===== config.mk =====
export PLATFORM = sky130hd
export DESIGN_NAME = stim_gen
export DESIGN_NICKNAME = d
export VERILOG_FILES = /design/src/rtl/stim_gen.sv
export SDC_FILE = /design/constraint.sdc
export NUM_CORES = 1
export LEC_CHECK = 0
export BUFFER_PORTS_ARGS = -buffer_cell sky130_fd_sc_hd__buf_2
export CORE_AREA = 2 2 103 105
export DETAILED_ROUTE_END_ITERATION = 7
export DIE_AREA = 0 0 105 107
export PLACE_DENSITY = 0.91
export SLEW_MARGIN = 40
export SYNTH_ARGS = -nofsm -noshare
export SYNTH_HDL_FRONTEND = slang
export SYNTH_SLANG_ARGS = --single-unit

===== constraint.sdc =====
create_clock -name clk -period 2.9 [get_ports clk]
set_input_delay 0.145 -clock clk [delete_from_list [all_inputs] [get_ports clk]]
set_output_delay 0.145 -clock clk [all_outputs]
set_load 0.1 [all_outputs]

===== src/rtl/stim_gen.sv =====
// ============================================================================
//  Module   : stim_gen
//  Purpose  : Valid/ready frame generator: fixed-length frames, programmable
//             idle gaps, deterministic payload. Optional macro STIM_GEN_LFSR_EN
//             selects a 32-bit LFSR payload instead of an incrementing count.
//  Revision : 1.0 - initial release
// ============================================================================
`timescale 1ns/1ps
`default_nettype none

module stim_gen #(
    parameter int DATA_W = 32,
    parameter int LEN_W  = 8
) (
    input  logic              clk,
    input  logic              rst_,
    input  logic              start,
    input  logic              stop,
    input  logic [LEN_W-1:0]  cfg_len,
    input  logic [7:0]        cfg_gap,
    input  logic [15:0]       cfg_frames,
    output logic [DATA_W-1:0] m_data,
    output logic              m_valid,
    output logic              m_last,
    input  logic              m_ready,
    output logic              busy,
    output logic              done,
    output logic [15:0]       frame_cnt
);

    typedef enum logic [1:0] {
        S_IDLE = 2'd0,
        S_SEND = 2'd1,
        S_GAP  = 2'd2
    } state_t;

    state_t             r_state;
    logic [LEN_W-1:0]   r_len_m1;
    logic [LEN_W-1:0]   r_beat;
    logic [7:0]         r_gap;
    logic [7:0]         r_gap_cnt;
    logic [15:0]        r_frames;
    logic               r_stop_pend;
    logic [DATA_W-1:0]  r_payload;

    logic [DATA_W-1:0]  w_payload_next;
    logic [LEN_W-1:0]   w_cfg_len_m1;
    logic [LEN_W-1:0]   w_beat_inc;
    logic [15:0]        w_frame_inc;
    logic               w_xfer;
    logic               w_run_end;

`ifdef STIM_GEN_LFSR_EN
    localparam logic [DATA_W-1:0] c_seed = {DATA_W{1'b1}};

    generate
        if (DATA_W != 32) begin : g_width_check
            $error("stim_gen: DATA_W must be 32 when STIM_GEN_LFSR_EN is defined");
        end
    endgenerate

    assign w_payload_next = {r_payload[DATA_W-2:0],
                             r_payload[31] ^ r_payload[21] ^ r_payload[1] ^ r_payload[0]};
`else
    localparam logic [DATA_W-1:0] c_seed = '0;

    assign w_payload_next = r_payload + DATA_W'(1);
`endif

    // A zero length is promoted to a single-beat frame.
    assign w_cfg_len_m1 = (cfg_len == '0) ? '0 : cfg_len - LEN_W'(1);
    assign w_beat_inc   = r_beat + LEN_W'(1);
    assign w_frame_inc  = frame_cnt + 16'd1;
    assign w_xfer       = m_valid & m_ready;
    assign w_run_end    = ((r_frames != 16'd0) && (w_frame_inc == r_frames))
                          || r_stop_pend || stop;

    always_ff @(posedge clk) begin
        if (!rst_) begin
            r_state     <= S_IDLE;
            r_len_m1    <= '0;
            r_beat      <= '0;
            r_gap       <= '0;
            r_gap_cnt   <= '0;
            r_frames    <= '0;
            r_stop_pend <= 1'b0;
            r_payload   <= c_seed;
            m_data      <= '0;
            m_valid     <= 1'b0;
            m_last      <= 1'b0;
            busy        <= 1'b0;
            done        <= 1'b0;
            frame_cnt   <= '0;
        end else begin
            done <= 1'b0;
            case (r_state)
                S_IDLE: begin
                    if (start) begin
                        r_len_m1    <= w_cfg_len_m1;
                        r_gap       <= cfg_gap;
                        r_frames    <= cfg_frames;
                        frame_cnt   <= '0;
                        r_beat      <= '0;
                        r_stop_pend <= 1'b0;
                        r_payload   <= c_seed;
                        m_data      <= c_seed;
                        m_valid     <= 1'b1;
                        m_last      <= (w_cfg_len_m1 == '0);
                        busy        <= 1'b1;
                        r_state     <= S_SEND;
                    end
                end

                S_SEND: begin
                    if (stop) begin
                        r_stop_pend <= 1'b1;
                    end
                    if (w_xfer) begin
                        r_payload <= w_payload_next;
                        m_data    <= w_payload_next;
                        if (m_last) begin
                            frame_cnt <= w_frame_inc;
                            r_beat    <= '0;
                            if (w_run_end) begin
                                m_valid <= 1'b0;
                                m_last  <= 1'b0;
                                busy    <= 1'b0;
                                done    <= 1'b1;
                                r_state <= S_IDLE;
                            end else if (r_gap == 8'd0) begin
                                m_last <= (r_len_m1 == '0);
                            end else begin
                                m_valid   <= 1'b0;
                                m_last    <= 1'b0;
                                r_gap_cnt <= r_gap - 8'd1;
                                r_state   <= S_GAP;
                            end
                        end else begin
                            r_beat <= w_beat_inc;
                            m_last <= (w_beat_inc == r_len_m1);
                        end
                    end
                end

                S_GAP: begin
                    if (stop) begin
                        busy    <= 1'b0;
                        done    <= 1'b1;
                        r_state <= S_IDLE;
                    end else if (r_gap_cnt == 8'd0) begin
                        m_valid <= 1'b1;
                        m_last  <= (r_len_m1 == '0);
                        r_state <= S_SEND;
                    end else begin
                        r_gap_cnt <= r_gap_cnt - 8'd1;
                    end
                end

                default: begin
                    r_state <= S_IDLE;
                end
            endcase
        end
    end

endmodule

`default_nettype wire


==> out/results.tsv <==
metric	value	unit
crit_cells	9	
crit_family	compound AO/OA/AOI/OAI gates	
ir_drop	0.445	mV
grt_max_degree	31	
synth_compound_area_frac	0.167	
synth_common_cells	nand2_1 (114), dfxtp_1 (103), nor2_1 (81), a21oi_1 (71), o21ai_0 (39)	
die_w	105	um
muxShareOfSynthArea	0.0178	
switching_power	1.51	mW
synthArstFlopShare	0	
stdcell_count	969	
finalCritPeriodShare	0.929	
wirelength	14600	um
slew_headroom	0.600	
power_leakage	2.56	nW
rsz0062_at_grt	no	
clk_path_buf_depth	2	
fin_skew	9.93	ps
cts_tree	done	
cts_root_buf	clkbuf_8	
synth-main-ff-cell	dfxtp_1	
ff_latch_area	2090	sq um
slew_violations	0	
synth_top_area_cell	dfxtp_1	
n_fill_cell	883	
nNetsFinal	874	
avgSynthCellArea	7.63	sq um
switching_share	0.385	
gp_congestion	0.956	
fin_ws	207	ps
clk-insertion-delay-late	370	ps
grt_pass1_wl	24300	um
finalSetupTns	0	ps
max_freq	371	MHz
synth.area.top_cells	dfxtp_1 (37%), nand2_1 (7.6%), a21oi_1 (6.3%)	
synth_top_family_by_area	simple AND/OR/NAND/NOR gates	
grt_remaining_overflow	0	
dp_hpwl	10400	um
htreeDepth	3	
pwr-share-comb	0.331	
rows	37	
n_antenna_cell	0	
die_y	107	um
synth_nets	784	
min_path_cells	3	
synth_edf_count	0	
dpl_cell_area	6240	sq um
synth_simple_gate_area_frac	0.300	
worstMarginPinSlew	598	ps
port_buffers	88	
synth_top_area_share	0.366	
hold_viol_final	0	
ys_types	58	
maxCapViolations	0	
syn2layout_area_growth	16.8	%
start_kind	register	
fin_crit	2690	ps
core_area	10100	sq um
grtUsageTotal	0.261	
yosysMostFrequentCell	nand2_1	
critical_path_arrival	2960	ps
initial_utilization	0.558	
status	completed	
multi_input_area	3380	sq um
vias_per_cell	5.90	
dieArea	11200	sq um
final_cell_area	6570	sq um
ys_ff_latch	103	
synth-xor-area-share	0.0933	
first_iter_violations	488	
path_cells	nand2_1 -> or4_4 -> xor2_1 -> a221oi_2 -> o2111ai_1 -> o21a_1 -> nand3_1 -> o21ai_0 -> a22o_1	
firstDrtPassIters	4	
critPathMaxFanout	13	
drc	0	
pre_cts_ws	189	ps
wl_per_cell	15.1	um
syn-cell-area	5630	sq um
pwr_density_cell	596	nW/um^2
worst-path-buf-inv	0	
synth_seq_area_share	0.366	
seqPwrFrac	0.431	
netlist_instances	738	
path_class	reg -> reg	
holdCritPathClass	in -> reg	
finalPower	3.92	mW
slowest_stage	dfxtp_2	
antenna_found_initial	0	
reg2regPathDepth	9	
num_vias	5720	
p_int	2.41	mW
clock-sinks	103	
antenna_left	0	
max_stage_delay	490	ps
io_pins	89	
end_kind	register	
critPathRequiredTime	3170	ps
place_inst	941	
synth_adder_area_share	0.0200	
cts_made_buffers	9	
ys_warn_count	0	
drive_gt1_frac	0.186	
setup_viol	0	
grt_pass1_vias	5230	
clkTransAtPathRegs	100	ps
p_clk_frac	0.238	
## worst reg2reg max path, delay by kind of cell, from the launching register on
family | cells | cell delay [ps]
XOR/XNOR | 1 | 180
AO/OA/AOI/OAI | 5 | 1050
flip-flops | 1 | 490
AND/OR/NAND/NOR | 3 | 870
## power by group through the flow
| stage | logic, mW | clock network [mW] | registers, mW |
|---|---|---|---|
| 6_report | 1.30 | 0.935 | 1.69 |
| 5_1_grt | 1.43 | 1.00 | 1.70 |
| 4_1_cts | 1.27 | 0.945 | 1.68 |
| 3_5_place_dp | 1.25 | 0 | 1.71 |
| 3_3_place_gp | 1.22 | 0 | 1.71 |
| 2_1_floorplan | 0.809 | 0 | 1.83 |
## cells in the final DEF (no fill, tap or decap), types with 13 or more instances in the layout
cell     Yosys  layout
a21oi_1     71      71
and3_1      13      13
buf_2        6      88
buf_4        1      17
dfxtp_1    103      85
dfxtp_2      0      15
nand2_1    114     114
nand3_1     27      27
nand4_1     18      18
nor2_1      81      81
nor3_1      27      26
nor4_1      18      17
o21ai_0     39      38
or3_1       13      13
xnor2_1     29      29
xor2_1      31      31
## metrics by stage
stage	util	hold WS (ps)
floorplan	-	281
global placement	0.618	385
detailed placement	0.618	391
CTS	0.650	4.34
global route	0.651	11.1
finish	0.651	10.8
## worst paths after layout
kind	from	slack (ps)	to
worst max-delay path	frame_cnt[2]	210	r_gap_cnt[6]
worst min-delay path	cfg_gap[0]	10	r_gap[0]
worst max register to register	frame_cnt[2]	210	r_gap_cnt[6]
worst min register to register	r_gap[7]	490	r_gap[7]
## layout make-up
class	instances	area share
clock buffer	11	0.0230
clock inverter	5	0.00856
inverter	12	0.00685
multi-input combinational	586	0.514
sequential	103	0.318
tap	136	0.0259
timing repair buffer	116	0.103
## cell families (layout without fill, tap and decap cells)
kind of cell    Yosys count  after routing
simple gates            349            349
compound gates          158            158
flops                   103            103
fa+ha+maj                 9              9
xor+xnor                 60             60
buf+inv                  49            144
mux                      10             10
## repair_timing
action | CTS | global route
hold buffers | 11 | 0
hold endpoints to repair | 11 | 0
gates resized for setup | 0 | 2
setup endpoints to repair | 0 | 6
setup buffers | 0 | 1
## metal layers
| layer | GRT usage | up-vias | part of all wire |
|---|---|---|---|
| li1 | - | 2802 | - |
| met1 | 0.336 | 2634 | 0.43 |
| met2 | 0.450 | 261 | 0.48 |
| met3 | 0.0450 | 23 | 0.073 |
| met4 | 0.0724 | 0 | 0.012 |
| met5 | 0 | - | 0 |
## flip-flops by register name, summed over array words and instances, names as in the netlist
name and flops:
r_state 2, m_valid 1, r_frames 16, done 1, r_gap 8, r_beat 8, busy 1, r_gap_cnt 8
r_stop_pend 1, m_last 1, frame_cnt 16, r_payload 32, r_len_m1 8
No activity file was read; power rests on OpenSTA's default activity.
